==> src/rtl/weight_cfg_tx.sv <==
// Purpose : streams numNeuron x (numWeight weights + 1 bias) config words from a valid/ready input onto weight/bias strobes.
// Latency : one cycle from word acceptance to weightValid/biasValid; done pulses one cycle after the last bias strobe.
// Backpres: s_ready is high only in WEIGHT/BIAS; s_valid=0 stalls the sequence with counters and config_* held.
//
// Ports: clk, rst (async active-low), start; s_data/s_valid/s_ready input stream;
//        weightValid/weightValue, biasValid/biasValue, config_layer_num, config_neuron_num,
//        busy, done, checksum.
// Optional feature: define WEIGHT_CFG_CHECKSUM_EN to build a running mod-2^32 sum of accepted
// words on checksum; otherwise checksum is tied to 0 and no accumulator exists.
module weight_cfg_tx #(
    parameter int layerNo   = 3,
    parameter int numNeuron = 10,
    parameter int numWeight = 10
) (
    input  logic        clk,
    input  logic        rst,
    input  logic        start,
    input  logic [31:0] s_data,
    input  logic        s_valid,
    output logic        s_ready,
    output logic        weightValid,
    output logic [31:0] weightValue,
    output logic        biasValid,
    output logic [31:0] biasValue,
    output logic [31:0] config_layer_num,
    output logic [31:0] config_neuron_num,
    output logic        busy,
    output logic        done,
    output logic [31:0] checksum
);

    localparam int WCW = $clog2(numWeight) + 1;
    localparam int NCW = $clog2(numNeuron) + 1;
    localparam logic [WCW-1:0] W_LAST = WCW'(numWeight - 1);
    localparam logic [NCW-1:0] N_LAST = NCW'(numNeuron - 1);

    localparam logic [1:0] S_IDLE   = 2'd0;
    localparam logic [1:0] S_WEIGHT = 2'd1;
    localparam logic [1:0] S_BIAS   = 2'd2;
    localparam logic [1:0] S_DONE   = 2'd3;

    logic [1:0]     state;
    logic [WCW-1:0] w_cnt;
    logic [NCW-1:0] n_cnt;
    logic           accept;

    assign s_ready = (state == S_WEIGHT) || (state == S_BIAS);
    assign busy    = (state != S_IDLE);
    assign accept  = s_valid && s_ready;

    always_ff @(posedge clk or negedge rst) begin
        if (!rst) begin
            state             <= S_IDLE;
            w_cnt             <= '0;
            n_cnt             <= '0;
            weightValid       <= 1'b0;
            weightValue       <= '0;
            biasValid         <= 1'b0;
            biasValue         <= '0;
            config_layer_num  <= '0;
            config_neuron_num <= '0;
            done              <= 1'b0;
        end else begin
            // Strobes are single-cycle; they only rise on an accepted word.
            weightValid <= 1'b0;
            biasValid   <= 1'b0;
            done        <= 1'b0;
            case (state)
                S_IDLE: begin
                    if (start) begin
                        state <= S_WEIGHT;
                        w_cnt <= '0;
                        n_cnt <= '0;
                    end
                end
                S_WEIGHT: begin
                    if (s_valid) begin
                        weightValid       <= 1'b1;
                        weightValue       <= s_data;
                        config_layer_num  <= 32'(layerNo);
                        config_neuron_num <= 32'(n_cnt);
                        if (w_cnt == W_LAST) begin
                            w_cnt <= '0;
                            state <= S_BIAS;
                        end else begin
                            w_cnt <= w_cnt + 1'b1;
                        end
                    end
                end
                S_BIAS: begin
                    if (s_valid) begin
                        biasValid         <= 1'b1;
                        biasValue         <= s_data;
                        config_layer_num  <= 32'(layerNo);
                        config_neuron_num <= 32'(n_cnt);
                        if (n_cnt == N_LAST) begin
                            n_cnt <= '0;
                            state <= S_DONE;
                        end else begin
                            n_cnt <= n_cnt + 1'b1;
                            state <= S_WEIGHT;
                        end
                    end
                end
                S_DONE: begin
                    // Registered pulse: lands the cycle after the final bias strobe.
                    done  <= 1'b1;
                    state <= S_IDLE;
                end
                default: state <= S_IDLE;
            endcase
        end
    end

`ifdef WEIGHT_CFG_CHECKSUM_EN
    logic [31:0] acc;

    always_ff @(posedge clk or negedge rst) begin
        if (!rst) begin
            acc <= '0;
        end else if ((state == S_IDLE) && start) begin
            acc <= '0;
        end else if (accept) begin
            acc <= acc + s_data;
        end
    end

    assign checksum = acc;
`else
    logic unused_accept;
    assign unused_accept = accept;
    assign checksum      = '0;
`endif

endmodule

==> config.mk <==
export PLATFORM = sky130hd
export DESIGN_NAME = weight_cfg_tx
export DESIGN_NICKNAME = d
export VERILOG_FILES = /design/src/rtl/weight_cfg_tx.sv
export SDC_FILE = /design/constraint.sdc
export NUM_CORES = 1
export LEC_CHECK = 0
export BUFFER_PORTS_ARGS = -buffer_cell sky130_fd_sc_hd__buf_2
export CORE_ASPECT_RATIO = 0.6
export CORE_MARGIN = 2
export CORE_UTILIZATION = 47
export DETAILED_ROUTE_END_ITERATION = 12
export PLACE_DENSITY = 0.85
export SYNTH_ARGS = -nofsm -noshare
export SYNTH_HDL_FRONTEND = slang
export SYNTH_SLANG_ARGS = --single-unit
export TNS_END_PERCENT = 50
==> constraint.sdc <==
create_clock -name clk -period 1.9 [get_ports clk]
set_input_delay 0.38 -clock clk [delete_from_list [all_inputs] [get_ports clk]]
set_output_delay 0.38 -clock clk [all_outputs]
set_load 0.05 [all_outputs]
Word level (Yosys, flattened, before mapping). Cells that the tools add are included.

Register bits after elaboration: 85. Bits in latches: 0. Bits in writable memories: 0. Memory bits (read-only): 0. Bits of input ports: 36. Output and inout port bits: 165. Word-level logic and storage cells: 50. Memories: 0.

Add/sub/neg operators: 2. Multiply operators: 0. Div/mod/pow operators: 0. Magnitude comparators: 0. Equal/unequal tests: 9. Shift-type cells: 0. Muxes and demuxes: 17. Bitwise operators: 0. Reduce and logical (&&, ||, !) cells: 12.

Operators by type and width (count): 5-bit two-way mux (5); 5-bit one-hot mux with 2 select lines (2); 5-bit by 1-bit adder with 5-bit output (second input constant) (2); 5-bit by 4-bit equality test with 1-bit output (second input constant) (2); 2-bit two-way mux (5); 2-bit one-hot mux with 4 select lines (1); 2-bit inequality test (second input constant) (3); 2-bit AND reduction (3); 3-bit AND reduction (2); 2-bit nonzero test (3); 2-bit equality test (second input constant) (2); 1-bit two-way mux (4); 4-bit AND reduction (1); 2-bit by 1-bit equality test with 1-bit output (second input constant) (1); 2-bit zero test (1); 2-bit by 1-bit inequality test with 1-bit output (second input constant) (1); 2-bit OR reduction (1); 1-bit logical OR (1).

Logic depth before layout (Yosys ltp).
Depth after elaboration: 4. Gate-level depth with buffers: 8.

Worst setup path before layout. No wires, ideal clock.

Kind: flip-flop to flip-flop. Start: reg state[1]. End: reg config_neuron_num[0]. Library setup time: 0.125 ns. Arrival: 1.590 ns. Required time: 1.775 ns. Path slack: 0.185 ns. Cell stages (with the launch flop): 5. Path buffers: 0. Period minus slack after synthesis: 1.715 ns. Cell sequence: dfrtp_1 inv_1 ha_1 nand2_1 mux2_2.

Longest elaborated chain between the ends: 3.

RTL lines: start, declared (line 42) `logic [1:0] state;`; start signal, assigned (line 53) `state <= S_IDLE;`; start signal, assigned (line 71) `state <= S_WEIGHT;`; start signal, assigned (line 84) `state <= S_BIAS;`; 2-bit by 1-bit equality test with 1-bit output or 2-bit equality test (tied branches) (line 68) `case (state)`; 2-bit OR reduction (no source line) *; 2-bit AND reduction (no source line) *; end signal, assigned (line 81) `config_neuron_num <= 32'(n_cnt);`; end signal, assigned (line 95) `config_neuron_num <= 32'(n_cnt);`; end, declared (line 26) `output logic [31:0] config_neuron_num,`.

Every way passes the cells marked *; elsewhere a longest branch is shown, timed or not. A chain may end at the register's enable or synchronous reset.

Final worst setup path.
Start: reg state[1]. End: out s_ready.

Longest elaborated chain between the ends: 2.

RTL lines: 2-bit by 1-bit equality test with 1-bit output or 2-bit equality test (tied branches) (line 47) `assign s_ready = (state == S_WEIGHT) || (state == S_BIAS);`; 1-bit logical OR * (line 47); end, declared (line 20) `output logic s_ready,`.

Marks and branches as above.

==> summary.md <==
| Metric | Value |
|---|---|
| Synth area leaders | dfrtp_1, buf_4, mux2_2 |
| FF+latch count, synth | 85 |
| Detailed Place HPWL | 6412 um |
| Final Skew | 0.003955 ns |
| Min cycle time layout | 1.824 ns |
| Antenna viol nets, final | 0 |
| Worst Path Max Fanout | 5 |
| Syn avg cell area | 10.58 um2 |
| Clock Latency Late Sink | 0.33 ns |
| Row cnt | 26 |
| Finished Layout Cells | 628 |
| Via count | 2811 |
| Filler Cells Inserted | 747 |
| Max Freq | 548.4 MHz |
| Crit Path Class | reg -> out |
| Total Wirelength | 8419 um |
| Max Cap Viol | 0 |
| Synth cell count leaders | nand2_1, buf_4, dfrtp_1, mux2_2, o21ai_0 |
| Wire per inst | 13.41 um |
| I/O pin count | 201 |
| Most frequent cell after synthesis | nand2_1 |
| I/O Buffers | 111 |
| Synth Instances | 396 |
| Critical Path RT | 1.52 ns |
| Vias/cell | 4.476 |
| Antenna cells | 0 |
| Gr busiest metal | met2 |
| Status | finished, final reports clean |
| Post-CTS Repair Setup Buffers | 0 |
| Layout cell share with drive strength beyond 1 | 34.88% |
| Final Max Slew Viols | 0 |
| Yosys top cell area share | 50.79% |
| Core area | 8588 um2 |
| CTS tree | done |
| Die X | 125.9 um |
| RSZ-0062 raised after global routing | no |
| Syn Std Cell Area | 4188 um2 |
| Resized Gates After CTS | 0 |
| Critical path startpoint category | register |
| GRT met2 Usage | 26.43% |
| Gr ovfl total | 0 |
| Clk buf depth | 2 |
| # DRC | 0 |
| P&R area growth vs syn | 16.01% |
| Endpoint class of the critical path | output pin |
| CTS Buf Count | 9 |
| Largest net degree at the start of global routing | 42 |
| Count of flip-flops with a built-in enable after synthesis | 0 |
| Antenna violations before repair | 0 |
| Initial Util | 48.76% |
| Setup TNS | 0 ns |
| H-tree Lvls | 3 |
| Tcrit/Tclk final | 95.98% |
| Post-layout util | 56.57% |
| Final Net Count | 556 |
| Worst path arrival time | 1.44 ns |
| Synthesis Warnings | 0 |
| Clock transition at path regs | 0.06 ns |
| DP Cell Count | 612 |
| Worst min-delay path class | in -> async |
| Hold Buf Count CTS | 0 |
| Total die area | 9706 um2 |
| Place WS | 0.06898 ns |
| Number of global-route vias before repair | 2651 |
| Post-synth top flop | dfrtp_1 |
| Synth unique cells | 35 |
| Sequential fraction of the synthesis area | 50.79% |
| Met1 GRT Util | 23.72% |
| First-pass GRT wire length | 13260 um |
| Final WS setup | 0.07640 ns |
| DR pass1 iterations | 5 |
| Top cell type by total area after synthesis | dfrtp_1 |
| Clk sinks | 85 |
| FFs w/ async S/R, synth | 100.0% |
| Tot GR Track Use | 17.10% |
| Met3 GRT Util | 5.443% |
| Die Span Y | 77.12 um |
| Routability cong. | 0.8126 |
| Clock root cell | clkbuf_16 |
| Detailed Route Iter0 Violations | 114 |
| Setup violators final | 0 |
| Final hold viol count | 0 |
[cell families (layout without fill, tap and decap cells)]
group | Yosys count | count (layout) | synth area share, %
AO/OA/AOI/OAI | 25 | 25 | 4.362
adder cells (fa/ha/maj) | 9 | 9 | 2.689
buffers and inverters | 112 | 144 | 18.61
flip-flops | 85 | 85 | 50.79
multiplexers | 38 | 38 | 10.13
other | 1 | 89 | 0.08955
AND/OR/NAND/NOR | 126 | 126 | 13.33
[cells in the final DEF (no fill, tap or decap), types with 3 or more instances in the layout]
cell type,instances
conb_1,89
buf_2,108
mux2i_1,3
o21ai_0,10
o21ai_1,3
ha_1,8
clkbuf_16,9
mux2_2,35
nand3_1,8
buf_4,7
nand2_1,100
nand2b_1,4
dfrtp_1,85
inv_1,7
[area by class of cell]
type / count / area, um2 / share of cell area (%)
clock buffer: 12 / 246.5 / 5.073
inverter: 9 / 33.78 / 0.6953
timing repair buffer: 119 / 648.1 / 13.34
sequential: 85 / 2127 / 43.78
multi-input combinational: 287 / 1615 / 33.25
clock inverter: 4 / 47.55 / 0.9786
tap: 112 / 140.1 / 2.884
[worst paths after layout]
kind | to | slack [ns] | from | depth (start not counted)
setup reg to reg | w_cnt[3]$_DFFE_PN0P_ | 0.13 | state[1]$_DFFE_PN0P_ | 5
setup / recovery | s_ready | 0.08 | state[1]$_DFFE_PN0P_ | 3
hold reg to reg | config_neuron_num[1]$_DFFE_PN0P_ | 0.47 | config_neuron_num[1]$_DFFE_PN0P_ | 2
min in group clk | weightValue[10]$_DFFE_PN0P_ | 0.25 | s_data[10] | 3
hold / removal | biasValid$_DFF_PN0_ | 0.006 | rst | 1
max in group asynchronous | weightValue[28]$_DFFE_PN0P_ | 1.32 | rst | 2
[critical path, stage by stage, from the launching register on]
cell,delay [ns]
dfrtp_1,0.43
inv_1,0.12
ha_2,0.35
clkbuf_4,0.22
[registers in the layout (all words and copies together) (netlist names)]
register / cells
biasValid: 1
biasValue: 32
config_layer_num: 1
config_neuron_num: 5
done: 1
n_cnt: 5
state: 2
w_cnt: 5
weightValid: 1
weightValue: 32
[stage by stage]
| step | cell area, um2 | hold WS, ns |
|---|---|---|
| after CTS | 4850 | 0.009495 |
| final | 4858 | 0.006342 |
| after floorplan | 4518 | 0.08441 |
| after global placement | 4556 | 0.3603 |
| after global routing | 4858 | 0.02565 |
| after detailed placement | 4556 | 0.3628 |
[routing by layer]
layer  up-vias  wire length, um
li1       1339                -
met1      1371             3745
met2        96             4145
met3         5              502
met4         0               26
met5         -                0
Power is not shown: default switching activity piles up to over one toggle a cycle in this logic, so the estimate is an artifact.
